### config.mk
export PLATFORM = sky130hd
export DESIGN_NAME = float_add_seq
export DESIGN_NICKNAME = d
export VERILOG_FILES = /design/src/rtl/float_pkg.sv /design/src/rtl/float_add_core.sv /design/src/rtl/float_add_seq.sv
export SDC_FILE = /design/constraint.sdc
export NUM_CORES = 1
export LEC_CHECK = 0
export ABC_CLOCK_PERIOD_IN_PS = 1900
export BUFFER_PORTS_ARGS = -buffer_cell sky130_fd_sc_hd__buf_2
export CAP_MARGIN = 40
export CELL_PAD_IN_SITES_DETAIL_PLACEMENT = 1
export CELL_PAD_IN_SITES_GLOBAL_PLACEMENT = 1
export CORE_MARGIN = 2
export CORE_UTILIZATION = 30
export CTS_CLUSTER_SIZE = 24
export DETAILED_ROUTE_END_ITERATION = 6
export PLACE_DENSITY_LB_ADDON = 0.1
export RECOVER_POWER = 50
export SYNTH_ARGS = -nofsm -noshare
export SYNTH_HDL_FRONTEND = slang
export SYNTH_SLANG_ARGS = --single-unit
### constraint.sdc
create_clock -name clk -period 1.9 [get_ports clk]
set_input_delay 0.57 -clock clk [delete_from_list [all_inputs] [get_ports clk]]
set_output_delay 0.57 -clock clk [all_outputs]
set_load 0.03 [all_outputs]
### src/rtl/float_pkg.sv
// Shared types and helpers for the sequential mini-float adder.
package float_pkg;

    localparam int unsigned DEF_EXP_W = 3;
    localparam int unsigned DEF_MAN_W = 5;

    typedef enum logic [1:0] {
        IDLE,
        ALIGN,
        ADD,
        DONE
    } state_e;

    // Field extraction on a word of up to 32 bits; callers cast to the field width.
    function automatic logic [31:0] get_exp(input logic [31:0] word,
                                            input int unsigned man_w,
                                            input int unsigned exp_w);
        return (word >> man_w) & ((32'd1 << exp_w) - 32'd1);
    endfunction

    function automatic logic [31:0] get_man(input logic [31:0] word,
                                            input int unsigned man_w);
        return word & ((32'd1 << man_w) - 32'd1);
    endfunction

endpackage

### src/rtl/float_add_core.sv
// Combinational add stage: mantissa add, carry normalise, exponent saturate, flags.
module float_add_core #(
    parameter int unsigned EXP_W = 3,
    parameter int unsigned MAN_W = 5
) (
    input  logic [EXP_W-1:0]       e_l_i,
    input  logic [MAN_W-1:0]       m_l_i,
    input  logic [MAN_W-1:0]       m_s_i,
    input  logic                   sticky_i,
    output logic [EXP_W+MAN_W-1:0] res_c,
    output logic                   ovf_c,
    output logic                   inx_c
);

    logic [MAN_W:0]   sum;
    logic [EXP_W:0]   exp_n;
    logic [MAN_W-1:0] man_n;
    logic             sticky_n;

    always_comb begin
        sum      = {1'b0, m_l_i} + {1'b0, m_s_i};
        man_n    = sum[MAN_W-1:0];
        exp_n    = {1'b0, e_l_i};
        sticky_n = sticky_i;
        res_c    = '0;
        ovf_c    = 1'b0;
        inx_c    = 1'b0;

        if (sum[MAN_W]) begin
            man_n    = sum[MAN_W:1];
            exp_n    = exp_n + (EXP_W+1)'(1);
            sticky_n = sticky_i | sum[0];
        end

        // Exponent carried past the field: saturate to all ones.
        if (exp_n[EXP_W]) begin
            res_c = '1;
            ovf_c = 1'b1;
            inx_c = 1'b1;
        end else begin
            res_c = {exp_n[EXP_W-1:0], man_n};
            inx_c = sticky_n;
        end
    end

endmodule

### src/rtl/float_add_seq.sv
// Multi-cycle mini-float adder: one-bit-per-cycle alignment behind valid/ready handshakes.
module float_add_seq
    import float_pkg::*;
#(
    parameter int unsigned EXP_W = float_pkg::DEF_EXP_W,
    parameter int unsigned MAN_W = float_pkg::DEF_MAN_W
) (
    input  logic                   clk,
    input  logic                   rst,
    input  logic                   in_valid,
    output logic                   in_ready,
    input  logic [EXP_W+MAN_W-1:0] a_in,
    input  logic [EXP_W+MAN_W-1:0] b_in,
    output logic                   out_valid,
    input  logic                   out_ready,
    output logic [EXP_W+MAN_W-1:0] result,
    output logic                   overflow,
    output logic                   inexact
);

    localparam int unsigned W = EXP_W + MAN_W;

    state_e           state_q, state_d;
    logic [EXP_W-1:0] diff_q, diff_d;
    logic [EXP_W-1:0] e_l_q, e_l_d;
    logic [MAN_W-1:0] m_l_q, m_l_d;
    logic [MAN_W-1:0] m_s_q, m_s_d;
    logic             sticky_q, sticky_d;
    logic [W-1:0]     result_q, result_d;
    logic             overflow_q, overflow_d;
    logic             inexact_q, inexact_d;
    logic             out_valid_q, out_valid_d;

    logic [EXP_W-1:0] e_a, e_b, ld_e_l, ld_e_s, ld_diff;
    logic [MAN_W-1:0] m_a, m_b, ld_m_l, ld_m_s;
    logic             a_is_l;

    logic [W-1:0]     core_res;
    logic             core_ovf, core_inx;

    assign in_ready  = (state_q == IDLE) && !rst;
    assign out_valid = out_valid_q;
    assign result    = result_q;
    assign overflow  = overflow_q;
    assign inexact   = inexact_q;

    // Operand split and swap so L always holds the larger exponent (tie keeps A).
    always_comb begin
        e_a     = EXP_W'(get_exp(32'(a_in), MAN_W, EXP_W));
        e_b     = EXP_W'(get_exp(32'(b_in), MAN_W, EXP_W));
        m_a     = MAN_W'(get_man(32'(a_in), MAN_W));
        m_b     = MAN_W'(get_man(32'(b_in), MAN_W));
        a_is_l  = (e_a >= e_b);
        ld_e_l  = a_is_l ? e_a : e_b;
        ld_e_s  = a_is_l ? e_b : e_a;
        ld_m_l  = a_is_l ? m_a : m_b;
        ld_m_s  = a_is_l ? m_b : m_a;
        ld_diff = ld_e_l - ld_e_s;
    end

    float_add_core #(
        .EXP_W(EXP_W),
        .MAN_W(MAN_W)
    ) u_core (
        .e_l_i    (e_l_q),
        .m_l_i    (m_l_q),
        .m_s_i    (m_s_q),
        .sticky_i (sticky_q),
        .res_c    (core_res),
        .ovf_c    (core_ovf),
        .inx_c    (core_inx)
    );

    always_comb begin
        state_d     = state_q;
        diff_d      = diff_q;
        e_l_d       = e_l_q;
        m_l_d       = m_l_q;
        m_s_d       = m_s_q;
        sticky_d    = sticky_q;
        result_d    = result_q;
        overflow_d  = overflow_q;
        inexact_d   = inexact_q;
        out_valid_d = out_valid_q;

        case (state_q)
            IDLE: begin
                if (in_valid && in_ready) begin
                    e_l_d   = ld_e_l;
                    m_l_d   = ld_m_l;
                    state_d = ALIGN;
                    // Beyond MAN_W the whole small mantissa falls off; fold it into sticky.
                    if (32'(ld_diff) > 32'(MAN_W)) begin
                        m_s_d    = '0;
                        sticky_d = |ld_m_s;
                        diff_d   = '0;
                    end else begin
                        m_s_d    = ld_m_s;
                        sticky_d = 1'b0;
                        diff_d   = ld_diff;
                    end
                end
            end
            ALIGN: begin
                if (diff_q == '0) begin
                    state_d = ADD;
                end else begin
                    m_s_d    = m_s_q >> 1;
                    sticky_d = sticky_q | m_s_q[0];
                    diff_d   = diff_q - EXP_W'(1);
                end
            end
            ADD: begin
                result_d    = core_res;
                overflow_d  = core_ovf;
                inexact_d   = core_inx;
                out_valid_d = 1'b1;
                state_d     = DONE;
            end
            DONE: begin
                if (out_ready) begin
                    out_valid_d = 1'b0;
                    state_d     = IDLE;
                end
            end
            default: state_d = IDLE;
        endcase
    end

    always_ff @(posedge clk or posedge rst) begin
        if (rst) begin
            state_q     <= IDLE;
            diff_q      <= '0;
            e_l_q       <= '0;
            m_l_q       <= '0;
            m_s_q       <= '0;
            sticky_q    <= 1'b0;
            result_q    <= '0;
            overflow_q  <= 1'b0;
            inexact_q   <= 1'b0;
            out_valid_q <= 1'b0;
        end else begin
            state_q     <= state_d;
            diff_q      <= diff_d;
            e_l_q       <= e_l_d;
            m_l_q       <= m_l_d;
            m_s_q       <= m_s_d;
            sticky_q    <= sticky_d;
            result_q    <= result_d;
            overflow_q  <= overflow_d;
            inexact_q   <= inexact_d;
            out_valid_q <= out_valid_d;
        end
    end

endmodule

==> impl_metrics.py <==
metrics = {
    "status": {
        "status": "finished with violations",
        "violations": "setup timing",
    },
    "sta": {
        "timing.fmax_ghz": 0.410,
        "slew_headroom": 0.308,
        "skew_ps": 6.04,
        "slew_viol_final": 0,
        "finalCritPeriodShare": 1.28,
        "tightest_slew_ps": 1040,
        "finalSetupViolations": 9,
        "setup_ws_ps": -537,
        "whs_ps": 443,
        "hold_viol_final": 0,
        "rsz0062_at_grt": "true",
        "min_period_ps": 2440,
    },
    "critical_path": {
        "crit_path_max_fanout": 3,
        "endpoint_kind": "flip-flop",
        "crit_chain": "buf_6, inv_4, ha_4, nand2b_4, a31o_4, nor2_4, a21oi_4, ha_4, nor2_4, buf_4, nand3b_4, a311oi_4, buf_4, o32ai_1",
        "worstPathArrival_ps": 2590,
        "max_stage_delay_ps": 350,
        "cp.required_ps": 2050,
        "criticalPathCategory": "in2reg",
        "cp-start-kind": "primary input",
        "crit_slowest_cell": "a311oi_4",
    },
    "synthesis": {
        "yosysMostFrequentCell": "dfrtp_1",
        "synth_nets": 255,
        "ys_seq_area_frac": 0.364,
        "synth_common_cells": "dfrtp_1 (30), inv_1 (18), ha_1 (17)",
        "async_flop_share": 1.00,
        "synth_cells": 217,
        "yosysTopAreaCell": "dfrtp_1",
        "synth_top_area_share": 0.364,
        "ys_ff_latch": 30,
        "synth_area_um2": 2060,
        "synth_edf_count": 0,
        "avgSynthCellArea_um2": 9.51,
        "ys_warn_count": 0,
        "synth-main-ff-cell": "dfrtp_1",
        "synth.distinct_cells": 46,
        "netlist_top_cells_area": "dfrtp_1 (36%), ha_1 (10%), mux2i_1 (5.3%)",
    },
    "layout": {
        "stdcell_count": 374,
        "final_nets": 331,
        "drive_gt1_frac": 0.429,
        "area_growth_pct": 42.9,
        "diodes": 0,
        "final_core_util": 0.439,
        "fin_area_um2": 2950,
    },
    "place": {
        "dpl_cell_area_um2": 2550,
        "dp.cells": 347,
        "portBuffers": 31,
        "gp_congestion": 0.745,
        "hpwl_um": 4230,
    },
    "cts": {
        "cts_hold_buffers": 0,
        "worstSkewPairLatency_ps": 290,
        "cts_tree": "done",
        "numCtsBuffers": 5,
        "root_buffer": "clkbuf_8",
        "cts.sinks": 30,
        "clockBufferDepth": 2,
        "h-tree-depth": 2,
        "clk_transition_reported_paths_ps": 70,
    },
    "detailed_routing": {
        "vias_per_cell": 4.86,
        "route.detailed.drc": 0,
        "vias": 1819,
        "totalWireLength_um": 5550,
        "routedWlPerCell_um": 14.8,
        "firstDrtPassIters": 4,
        "first_iter_violations": 48,
        "ant_nets": 0,
    },
    "floorplanning": {
        "rows": 30,
        "die_x_um": 86.9,
        "core_um2": 6720,
        "die_h_um": 86.9,
        "start_util": 0.307,
        "pin_count": 32,
        "die_area_um2": 7560,
    },
    "power": {
        "totalPowerFinal_mw": 4.32,
        "p_leak_nw": 1.39,
        "ir_drop_mv": 0.373,
        "p_per_area_nw_per_um2": 1470,
    },
    "global_route": {
        "grtUsageTotal": 0.156,
        "grt_pass1_vias": 1900,
        "grt-ovfl-total": 0,
        "grt_pass1_wl_um": 9140,
        "grt_max_degree": 23,
        "antenna_found_initial": 0,
    },
    "min_path": {
        "hold_class": "in2async",
    },
    "flow_run": {
        "max-cap-violations": 0,
    },
}
==> critical path: cells and delay by family <==
kind | cells | cell delay (ps)
AO/OA/AOI/OAI | 4 | 710
buffers and inverters | 4 | 460
AND/OR/NAND/NOR | 4 | 460
adder cells (fa/ha/maj) | 2 | 370
==> per-stage QoR <==
stage	setup slack, ps	setup TNS, ps
detailed placement	-991	-9560
CTS	-624	-5010
floorplan	-773	-6570
finish	-537	-4420
global placement	-906	-8690
global route	-628	-5270
==> final timing paths <==
path | from | to | slack [ps] | cells past startpoint
worst min-delay path | rst | state_q[1]$_DFFE_PP0P_ | 440 | 3
worst max register to register | m_l_q[1]$_DFFE_PP0P_ | result[5]$_DFFE_PP0P_ | 60 | 6
max in group asynchronous | rst | e_l_q[1]$_DFFE_PP0P_ | 650 | 3
worst max-delay path | a_in[5] | m_s_q[4]$_DFFE_PP0P_ | -540 | 14
worst min register to register | overflow$_DFFE_PP0P_ | overflow$_DFFE_PP0P_ | 500 | 1
min in group clk | overflow$_DFFE_PP0P_ | overflow$_DFFE_PP0P_ | 500 | 1
==> kinds of logic (layout without fill, tap and decap cells) <==
kind of cell / count (synthesis) / after routing / share of synthesized area
fa+ha+maj: 18 / 18 / 0.113
compound gates: 64 / 64 / 0.218
buf+inv: 27 / 104 / 0.0594
xor+xnor: 3 / 3 / 0.0127
flops: 30 / 30 / 0.364
simple gates: 63 / 63 / 0.174
mux: 12 / 12 / 0.0588
==> power by group <==
part | internal [mW] | leakage (nW) | total [mW] | switching (mW)
Combinational | 1.23 | 0.971 | 2.64 | 1.41
Clock | 0.292 | 0.0482 | 0.535 | 0.244
Sequential | 0.942 | 0.369 | 1.15 | 0.207
==> timing repair <==
item	in CTS	in global routing
setup buffers	10	9
hold endpoints to repair	0	0
endpoints found under the setup margin	14	16
gates resized for setup	20	18
pin swaps	15	14
==> layout make-up <==
class	instances	area, µm²
timing repair buffer	78	539
multi-input combinational	160	1390
sequential	30	751
tap	80	100
clock buffer	7	86.3
inverter	18	82.6
clock inverter	1	5.00
fill	776	3770
==> sequential cells by signal, summed over array words and instances (netlist names) <==
signal / count
sticky_q: 1
m_l_q: 5
state_q: 2
m_s_q: 5
inexact: 1
result: 8
e_l_q: 3
out_valid: 1
overflow: 1
diff_q: 3
==> placed cells by master (no fill, tap or decap), types with 5 or more instances in the layout <==
| cell type | Yosys | routed |
|---|---|---|
| clkbuf_8 | 0 | 6 |
| o21ai_0 | 13 | 13 |
| a21oi_1 | 10 | 7 |
| a31oi_1 | 7 | 6 |
| buf_2 | 2 | 26 |
| buf_4 | 1 | 42 |
| nand2b_1 | 8 | 7 |
| ha_1 | 17 | 11 |
| ha_4 | 0 | 5 |
| nor2b_1 | 7 | 7 |
| inv_1 | 18 | 12 |
| buf_6 | 2 | 6 |
| nand2_1 | 13 | 13 |
| nor2_1 | 15 | 12 |
| dfrtp_1 | 30 | 30 |
| mux2i_1 | 11 | 11 |
==> layer usage <==
metal	up-vias	GRT usage	routed length (µm)
met4	0	0.0625	110
met5	-	0	0
met3	9	0.0313	187
met1	850	0.189	2420
met2	29	0.269	2830
li1	931	-	-
(Power assumes the default switching activity.)
